**src/rtl/pwc_pkg.sv**
```systemverilog
// Shared constants, width helper and result entry type for the pulse-width capture block.
package pwc_pkg;

  localparam int DEF_NUM_CH     = 2;
  localparam int DEF_Q_WIDTH    = 4;
  localparam int DEF_CNT_WIDTH  = 8;
  localparam int DEF_FIFO_DEPTH = 4;

  // Channel-index width; a single channel still needs one bit on the output port.
  function automatic int ch_width(input int num_ch);
    return (num_ch > 1) ? $clog2(num_ch) : 1;
  endfunction

  localparam int DEF_CH_W = ch_width(DEF_NUM_CH);

  typedef struct packed {
    logic [DEF_CH_W-1:0]      ch;
    logic [DEF_CNT_WIDTH-1:0] len;
    logic                     sat;
  } entry_t;

endpackage

```
**src/rtl/pwc_fifo.sv**
```systemverilog
// Synchronous FIFO with level counter; head reads as zero whenever the queue is empty.
module pwc_fifo
#(
  parameter  int WIDTH = 8,
  parameter  int DEPTH = 4,
  localparam int AW    = $clog2(DEPTH),
  localparam int LW    = AW + 1
) (
  input  logic             clk,
  input  logic             rst_n,
  input  logic             push,
  input  logic [WIDTH-1:0] push_data,
  input  logic             pop,
  output logic [WIDTH-1:0] pop_data,
  output logic             full,
  output logic             empty,
  output logic [LW-1:0]    level
);

  logic [WIDTH-1:0] mem [DEPTH];
  logic [AW-1:0]    wr_ptr;
  logic [AW-1:0]    rd_ptr;
  logic             do_push;
  logic             do_pop;

  assign full    = (level == LW'(DEPTH));
  assign empty   = (level == '0);
  assign do_push = push && !full;
  assign do_pop  = pop && !empty;

  // NOTE: the storage array is deliberately not reset; empty gates the head so stale words never leak out.
  always_ff @(posedge clk) begin
    if (do_push) mem[wr_ptr] <= push_data;
  end

  always_ff @(posedge clk or negedge rst_n) begin
    if (!rst_n) begin
      wr_ptr <= '0;
      rd_ptr <= '0;
      level  <= '0;
    end else begin
      if (do_push) wr_ptr <= wr_ptr + AW'(1);
      if (do_pop)  rd_ptr <= rd_ptr + AW'(1);
      unique case ({do_push, do_pop})
        2'b10:   level <= level + LW'(1);
        2'b01:   level <= level - LW'(1);
        default: level <= level;
      endcase
    end
  end

  assign pop_data = empty ? '0 : mem[rd_ptr];

endmodule

```
**src/rtl/pulse_width_capture.sv**
```systemverilog
// Multi-channel run-length capture: per-channel match counters, one pending slot per channel,
// a round-robin arbiter into a shared output FIFO, and a sticky overflow flag.
module pulse_width_capture
  import pwc_pkg::*;
#(
  parameter  int NUM_CH     = DEF_NUM_CH,
  parameter  int Q_WIDTH    = DEF_Q_WIDTH,
  parameter  int CNT_WIDTH  = DEF_CNT_WIDTH,
  parameter  int FIFO_DEPTH = DEF_FIFO_DEPTH,
  localparam int CH_W       = ch_width(NUM_CH),
  localparam int LVL_W      = $clog2(FIFO_DEPTH) + 1
) (
  input  logic                      clk,
  input  logic                      rst_n,
  input  logic                      en,
  input  logic [Q_WIDTH-1:0]        pattern,
  input  logic [Q_WIDTH-1:0]        mask,
  input  logic [CNT_WIDTH-1:0]      min_len,
  input  logic [NUM_CH*Q_WIDTH-1:0] q,
  output logic [NUM_CH-1:0]         active,
  output logic                      out_valid,
  input  logic                      out_ready,
  output logic [CH_W-1:0]           out_ch,
  output logic [CNT_WIDTH-1:0]      out_len,
  output logic                      out_sat,
  output logic [LVL_W-1:0]          fifo_level,
  output logic                      overflow,
  input  logic                      clr_ovf
);

  localparam logic [CNT_WIDTH-1:0] CNT_MAX = '1;
  localparam int                   ENTRY_W = CH_W + CNT_WIDTH + 1;

  logic [NUM_CH-1:0]              pend_valid;
  logic [NUM_CH-1:0]              grant;
  logic [NUM_CH-1:0]              drop;
  logic [NUM_CH-1:0][CNT_WIDTH:0] pend_word;

  logic                 grant_any;
  logic [CH_W-1:0]      grant_ch;
  logic [CNT_WIDTH:0]   grant_word;
  logic [CH_W-1:0]      rr_ptr;
  logic                 fifo_full;
  logic                 fifo_empty;
  logic [ENTRY_W-1:0]   push_data;
  logic [ENTRY_W-1:0]   head_data;

  for (genvar c = 0; c < NUM_CH; c++) begin : g_ch
    logic [CNT_WIDTH-1:0] cnt;
    logic                 sat;
    logic                 active_r;
    logic                 pend_v;
    logic [CNT_WIDTH-1:0] pend_len;
    logic                 pend_sat;
    logic                 match;
    logic                 keep;

    assign match    = ((q[c*Q_WIDTH +: Q_WIDTH] & mask) == (pattern & mask));
    assign keep     = en && !match && (cnt != '0) && (cnt >= min_len);
    assign grant[c] = grant_any && (grant_ch == CH_W'(c));
    // A finished run is lost only if the slot stays occupied through this edge.
    assign drop[c]  = keep && pend_v && !grant[c];

    // NOTE: sequential state uses <= so every register sees the pre-edge value of its neighbours.
    always_ff @(posedge clk or negedge rst_n) begin
      if (!rst_n) begin
        cnt      <= '0;
        sat      <= 1'b0;
        active_r <= 1'b0;
      end else if (!en || !match) begin
        cnt      <= '0;
        sat      <= 1'b0;
        active_r <= 1'b0;
      end else begin
        active_r <= 1'b1;
        if (cnt != CNT_MAX) begin
          cnt <= cnt + 1'b1;
          sat <= (cnt == CNT_MAX - 1'b1);
        end else begin
          sat <= 1'b1;
        end
      end
    end

    always_ff @(posedge clk or negedge rst_n) begin
      if (!rst_n) begin
        pend_v   <= 1'b0;
        pend_len <= '0;
        pend_sat <= 1'b0;
      end else if (keep && (!pend_v || grant[c])) begin
        pend_v   <= 1'b1;
        pend_len <= cnt;
        pend_sat <= sat;
      end else if (grant[c]) begin
        pend_v   <= 1'b0;
      end
    end

    assign active[c]     = active_r;
    assign pend_valid[c] = pend_v;
    assign pend_word[c]  = {pend_len, pend_sat};
  end

  // Round-robin search starting at rr_ptr, which always points one past the last grant.
  always_comb begin
    int              sum;
    logic [CH_W-1:0] idx;
    // NOTE: every always_comb output gets a default first so no path can infer a latch.
    grant_any  = 1'b0;
    grant_ch   = '0;
    grant_word = '0;
    sum        = 0;
    idx        = '0;
    for (int off = 0; off < NUM_CH; off++) begin
      sum = int'(rr_ptr) + off;
      if (sum >= NUM_CH) sum = sum - NUM_CH;
      idx = CH_W'(sum);
      if (!grant_any && pend_valid[idx]) begin
        grant_any  = 1'b1;
        grant_ch   = idx;
        grant_word = pend_word[idx];
      end
    end
    if (fifo_full) grant_any = 1'b0;
  end

  always_ff @(posedge clk or negedge rst_n) begin
    if (!rst_n) begin
      rr_ptr <= '0;
    end else if (grant_any) begin
      rr_ptr <= (grant_ch == CH_W'(NUM_CH - 1)) ? '0 : grant_ch + 1'b1;
    end
  end

  // Set has priority over clear so a drop in the clearing cycle is never hidden.
  always_ff @(posedge clk or negedge rst_n) begin
    if (!rst_n) begin
      overflow <= 1'b0;
    end else if (|drop) begin
      overflow <= 1'b1;
    end else if (clr_ovf) begin
      overflow <= 1'b0;
    end
  end

  assign push_data = {grant_ch, grant_word};

  pwc_fifo #(
    .WIDTH (ENTRY_W),
    .DEPTH (FIFO_DEPTH)
  ) u_fifo (
    .clk       (clk),
    .rst_n     (rst_n),
    .push      (grant_any),
    .push_data (push_data),
    .pop       (out_valid && out_ready),
    .pop_data  (head_data),
    .full      (fifo_full),
    .empty     (fifo_empty),
    .level     (fifo_level)
  );

  assign out_valid                  = !fifo_empty;
  assign {out_ch, out_len, out_sat} = head_data;

endmodule

```
**config.mk**
```make
export PLATFORM = sky130hd
export DESIGN_NAME = pulse_width_capture
export DESIGN_NICKNAME = d
export VERILOG_FILES = /design/src/rtl/pwc_pkg.sv /design/src/rtl/pwc_fifo.sv /design/src/rtl/pulse_width_capture.sv
export SDC_FILE = /design/constraint.sdc
export NUM_CORES = 1
export LEC_CHECK = 0
export CORE_ASPECT_RATIO = 2
export CORE_MARGIN = 4
export CORE_UTILIZATION = 54
export CTS_CLUSTER_DIAMETER = 120
export CTS_CLUSTER_SIZE = 10
export DETAILED_ROUTE_END_ITERATION = 8
export GPL_ROUTABILITY_DRIVEN = 0
export PLACE_DENSITY = 0.8
export SLEW_MARGIN = 20
export SYNTH_ARGS = -nofsm -noshare
export SYNTH_HDL_FRONTEND = slang
export SYNTH_SLANG_ARGS = --single-unit
```
**constraint.sdc**
```tcl
create_clock -name clk -period 2.6 [get_ports clk]
set_input_delay 0.78 -clock clk [delete_from_list [all_inputs] [get_ports clk]]
set_output_delay 0.78 -clock clk [all_outputs]
set_load 0.05 [all_outputs]
```
==> results.toml, run 1 <==
[yosys]
synthSimpleGateAreaFrac_pct = 9.755
yosys-mux-area-fraction_pct = 11.62
synth_area_per_cell_um2 = 13.37
synth_xor_xnor_area_share_pct = 3.947
yosys_warnings = 0
syn_area_mm2 = 0.004438
synth_top_family_by_area = "multiplexers"
synth_nets = 389
synth-seq-cells = 89
synth_compound_area_share_pct = 8.937
synth_adder_area_share_pct = 8.063
yosysUniqueCellTypes = 41
ys.flop_type = "dfrtp_1"
synth_edf_count = 40
synthArstFlopShare_pct = 55.06
syn_inst = 332
synth-seq-area-share_pct = 54.69

[floorplanning]
die_x_um = 72.11
die-area_mm2 = 0.009821
ios = 46
rows = 46
coreArea_mm2 = 0.008000
initial_core_util_pct = 55.47
die_y_um = 136.2

[drt]
routed_wl_um = 8718
route.vias.total = 2839
drc = 0
drt-initial-drc-count = 179
ant_nets = 0
post_drt_wl_per_cell_um = 17.54
vias_per_cell = 5.712
first_pass_iters = 4

[sta]
finalCritPeriodShare_pct = 97.58
worst_pin_slew_ns = 0.6925
tns_ns = 0
setup_viol = 0
slew_headroom_pct = 53.74
drv_slew = 0
fin_crit_ns = 2.537
skew_ns = 0.008447
fmax_mhz = 394.2
hold_viol = 0

[clock_tree]
cts_tree = "built"
clock_latency_ns = 0.33
clockBufferDepth = 2
clkTransAtPathRegs_ns = 0.06
cts_sinks = 89
cts_root_buffer = "clkbuf_16"
cts_buffers = 9
htree_levels = 3
post_cts_buffers = 0

[critical_path]
crit_chain = "clkdlybuf4s50_1, inv_1, ha_1, a41oi_1, o21ai_2, o211ai_4, clkbuf_16, mux2_4"
critPathSlowestCell = "clkdlybuf4s50_1"
cp_num_buf_inv = 3
crit_required_ns = 2.81
path_delay_family = "buffers and inverters"
cp_max_fo = 4
cp-end-kind = "flip-flop"
critical_path_class = "in2reg"
cp-start-kind = "primary input"
cp_slowest_stage_delay_ns = 0.45
worstPathArrival_ns = 2.75

[final_layout]
area_delta_synth_final_pct = 23.12
drive_gt1_share_pct = 20.45
antenna_cells = 0
fin_nets = 453
final_cell_count_no_fill = 497

[worst_hold_path]
hp-class = "reg2reg"

[global_routing]
grt_pass1_vias = 2908
grt_pass1_wl_um = 14300
overflow = 0
grt_max_degree = 50
grt_util_all_layers_pct = 19.31
antenna_found_initial = 0

[status]
status = "finished clean"

[placement]
placed_cells = 480
portBuffers = 45
dp_hpwl_um = 6830

[power_and_ir_drop]
power_density_mw_per_mm2 = 780.6
ir_worst_vdd_mv = 0.2940
power_mw = 4.265
leakage_nw = 2.315

[flow_run]
drv_cap = 0
-- cell families (layout without fill, tap and decap cells) --
group           count (synthesis)  after routing
xor+xnor                       20             20
fa+ha+maj                      28             28
mux                            30             30
flops                          89             89
buf+inv                        33            102
simple gates                   80             80
compound gates                 52             52
-- registers in the layout, indices dropped and copies added (netlist names), 3 cells and up --
| name | flops |
|---|---|
| u_fifo.mem | 40 |
| g_ch.cnt | 16 |
| g_ch.pend_len | 16 |
| u_fifo.level | 3 |
-- per-layer routing --
layer | vias to the layer above | global-route usage (%) | wire (um)
met5 | - | 0 | 0
met1 | 1398 | 19.35 | 2987
met4 | 0 | 7.845 | 256
li1 | 1354 | - | -
met3 | 18 | 3.035 | 288
met2 | 69 | 37.77 | 5186
-- report_power, final --
group | internal (mW) | switching, mW
Clock | 0.761 | 0.487
Combinational | 0.549 | 0.858
Sequential | 1.53 | 0.0834
-- cell usage in the layout (no fill, tap or decap), drive strengths merged, types with 2 or more instances in the layout --
cell type | synthesis | routed
and4 | 3 | 3
xnor2 | 6 | 6
inv | 24 | 24
mux2i | 2 | 2
nor2 | 18 | 18
nand3 | 7 | 7
clkbuf | 6 | 11
nor3 | 6 | 6
xor2 | 14 | 14
a21oi | 6 | 6
a211oi | 2 | 2
nor2b | 4 | 4
a31oi | 5 | 5
a22oi | 4 | 4
a22o | 9 | 9
nand2 | 9 | 9
mux2 | 18 | 18
buf | 3 | 28
and2 | 16 | 16
or4b | 2 | 2
o211ai | 6 | 6
ha | 27 | 27
edfxtp | 40 | 40
clkinv | 0 | 4
o21ai | 13 | 13
o41ai | 2 | 2
dfrtp | 49 | 49
mux4 | 10 | 10
nand4 | 6 | 6
clkdlybuf4s50 | 0 | 32
and3 | 5 | 5
a41oi | 2 | 2
-- worst paths after layout --
check | from | end | slack (ns) | depth (start not counted)
max in group asynchronous | rst_n | u_fifo.rd_ptr[1] | 1.63 | 2
min in group asynchronous | rst_n | g_ch[1].pend_len[2] | 0.54 | 2
worst min-delay path | g_ch[1].sat | g_ch[1].pend_sat | 0.48 | 1
worst max register to register | g_ch[1].cnt[0] | g_ch[1].pend_len[7] | 0.35 | 8
worst min register to register | g_ch[1].sat | g_ch[1].pend_sat | 0.48 | 1
worst max-delay path | min_len[7] | g_ch[1].pend_len[7] | 0.06 | 8
-- layout make-up --
cell class	count	area, um^2
Multi-Input combinational cell	210	1936
Tap cell	96	120.1
Clock buffer	10	239.0
Inverter	24	90.09
Sequential cell	89	2427
Fill cell	571	2536
Clock inverter	6	57.56
Timing Repair Buffer	62	594.3
-- repair_timing --
item | in CTS | in global routing
hold buffers | 0 | 0
gates resized for setup | 0 | 15
endpoints found under the setup margin | 0 | 28
endpoints found under the hold margin | 0 | 0
-- cells in the mapped netlist (3+ instances only) --
master | instances | share of area [%]
a22o_1 | 9 | 1.8
xnor2_1 | 6 | 1.2
clkbuf_1 | 6 | 0.51
nor3_1 | 6 | 0.68
nand3_1 | 7 | 0.79
a31oi_1 | 5 | 0.70
mux2_4 | 18 | 6.1
edfxtp_1 | 40 | 27
o211ai_1 | 4 | 0.68
nor2b_1 | 4 | 0.56
inv_1 | 24 | 2.0
nand2_1 | 9 | 0.76
and2_1 | 16 | 2.3
dfrtp_1 | 49 | 28
nand4_1 | 6 | 0.85
a22oi_1 | 4 | 0.68
and3_1 | 5 | 0.70
a21oi_1 | 6 | 0.68
mux4_2 | 10 | 5.1
and4_1 | 3 | 0.59
o21ai_0 | 12 | 1.4
nor2_1 | 18 | 1.5
ha_1 | 27 | 7.6
xor2_1 | 14 | 2.8
-- metrics by stage --
step / util (%) / setup WS, ns / hold slack [ns] / cell area, um^2
finish: 68.30 / 0.06303 / 0.4769 / 5464
global route: 68.30 / -0.06874 / 0.4871 / 5464
CTS: 67.19 / 0.02305 / 0.4800 / 5375
detailed placement: 63.48 / -0.3213 / 0.4688 / 5079
global placement: 63.48 / -0.2386 / 0.4641 / 5079
floorplan: - / 0.1519 / 0.4577 / 4439
(Power assumes the default switching activity.)
==> run 2, diff against run 1 <==
- CTS_BUF_LIST: not set -> sky130_fd_sc_hd__clkbuf_16
==> run 2 against run 1 <==
Compared with the run above:
- die area stayed put
- clock skew fell by 0.00081 ns
- routed wire length increased by 0.11%
- final area is 0.18% lower
- sequential power is essentially flat
- worst setup slack better by 0.0016 ns
- critical path depth did not move
- maximum frequency about the same
- flip-flop and latch count unchanged
- sequential share of layout area rose by 0.082 points
- critical path type unchanged
- largest cell class unchanged
==> results.toml, run 2 (same netlist as run 1, synthesis figures left out) <==
[worst_hold_path]
hold_path_depth = 1
hp-class = "reg2reg"
min_to = "g_ch[1].pend_sat"
hp-start = "g_ch[1].sat"

[clock_tree]
cts.repair.resized = 0
cts_buffers = 9
cts_root_buffer = "clkbuf_16"
htree_levels = 3
cts_sinks = 89
clock_latency_ns = 0.33
holdBufCountCts = 0
post_cts_buffers = 0
clockBufferDepth = 2
clkTransAtPathRegs_ns = 0.06
cts_tree = "built"

[critical_path]
r2r-start = "g_ch[1].cnt[0]"
crit_required_ns = 2.82
cp-end-kind = "flip-flop"
worstPathArrival_ns = 2.75
cp_max_fo = 4
r2r_cells = 8
critical_path_class = "in2reg"
r2r-end = "g_ch[1].pend_len[2]"
cp-start-kind = "primary input"
rrSetupSlack_ns = 0.35

[drt]
first_pass_iters = 4
drt-initial-drc-count = 181
ant_nets = 0
dr.max_layer_used = "met4"
met3_wirelength_um = 287
route.vias.total = 2824
drc = 0
routed_wl_um = 8728
vias_per_cell = 5.682
wl_met2_um = 5197
post_drt_wl_per_cell_um = 17.56
met1Wirelength_um = 2987

[sta]
worst_pin_slew_ns = 0.6834
hold_viol = 0
drv_slew = 0
setup_viol = 0
setup_ws_ns = 0.06462
skew_ns = 0.007638
fmax_mhz = 394.4
finalCritPeriodShare_pct = 97.51
slew_headroom_pct = 54.34
fin_crit_ns = 2.535

[global_routing]
overflow = 0
antenna_found_initial = 0
grt_pass1_vias = 2912
grt_util_all_layers_pct = 19.29
grt_max_degree = 50
grt_pass1_wl_um = 14290

[power_and_ir_drop]
power_density_mw_per_mm2 = 777.0
leakage_nw = 2.309
ir_worst_vdd_mv = 0.2933
power_mw = 4.238

[final_layout]
largest_register_ffs = 40
antenna_cells = 0
final_common_cell = "dfrtp_1"
top_register = "u_fifo.mem"
most-common-layout-cells = "49 x dfrtp_1, 40 x edfxtp_1, 32 x clkdlybuf4s50_1"
top_regs = "u_fifo.mem x40, g_ch.cnt x16, g_ch.pend_len x16"
drive_gt1_share_pct = 20.20
area_delta_synth_final_pct = 22.89
fin_nets = 453

[floorplanning]
ios = 46
die_x_um = 72.11
rows = 46
coreArea_mm2 = 0.008000
die-area_mm2 = 0.009821
die_y_um = 136.2
initial_core_util_pct = 55.47

[placement]
dp_hpwl_um = 6830
dpl_worst_slack_ns = -0.3213
portBuffers = 45

[flow_run]
drv_cap = 0

[status]
status = "finished clean"
run 2: routing by layer:
metal	track usage [%]	vias to the layer above
li1	-	1351
met5	0	-
met2	37.77	69
met3	3.035	18
met1	19.29	1386
met4	7.845	0
run 2: metrics by stage:
step	instance area, um^2	cells	hold WS (ns)	utilization, %	setup TNS (ns)
after detailed placement	5079	480	0.4688	63.48	-5.479
final	5454	497	0.4770	68.17	0
after CTS	5365	496	0.4800	67.06	0
after global placement	5079	480	0.4641	63.48	-4.191
after global routing	5454	497	0.4871	68.17	-0.4797
after floorplan	4439	332	0.4577	-	0
run 2: report_power, final:
part / leakage (nW) / internal, mW / switching, mW / total [mW]
clock network: 0.136 / 0.732 / 0.490 / 1.22
logic: 1.17 / 0.549 / 0.857 / 1.41
registers: 1.00 / 1.53 / 0.0833 / 1.61
run 2: worst max-delay path by stage:
| stage | startpoint | endpoint | slack (ns) | cells after the start |
|---|---|---|---|---|
| after floorplan | u_fifo.level[1] | out_len[0] | 0.15 | 3 |
| after global placement | min_len[2] | g_ch[1].pend_len[0] | -0.24 | 9 |
| after detailed placement | min_len[6] | g_ch[0].pend_len[3] | -0.32 | 8 |
| after CTS | u_fifo.rd_ptr[0] | out_len[3] | 0.02 | 4 |
| after global routing | min_len[7] | g_ch[1].pend_len[7] | -0.07 | 8 |
| final | min_len[7] | g_ch[1].pend_len[2] | 0.06 | 8 |
run 2: worst max-delay path, stage by stage:
cell and delay (ns):
clkdlybuf4s50_1 0.45, inv_1 0.06, ha_1 0.33, a41oi_1 0.29
o21ai_2 0.12, o211ai_4 0.24, clkbuf_16 0.19, mux2_4 0.29
run 2: cell type report:
type                    count  area, um^2
inverters                  24       90.09
clock inverters             7       61.31
clock buffers               9       225.2
repair buffers             62       594.3
well taps                  96       120.1
multi-input cells         210        1936
fillers                   572        2546
flip-flops and latches     89        2427
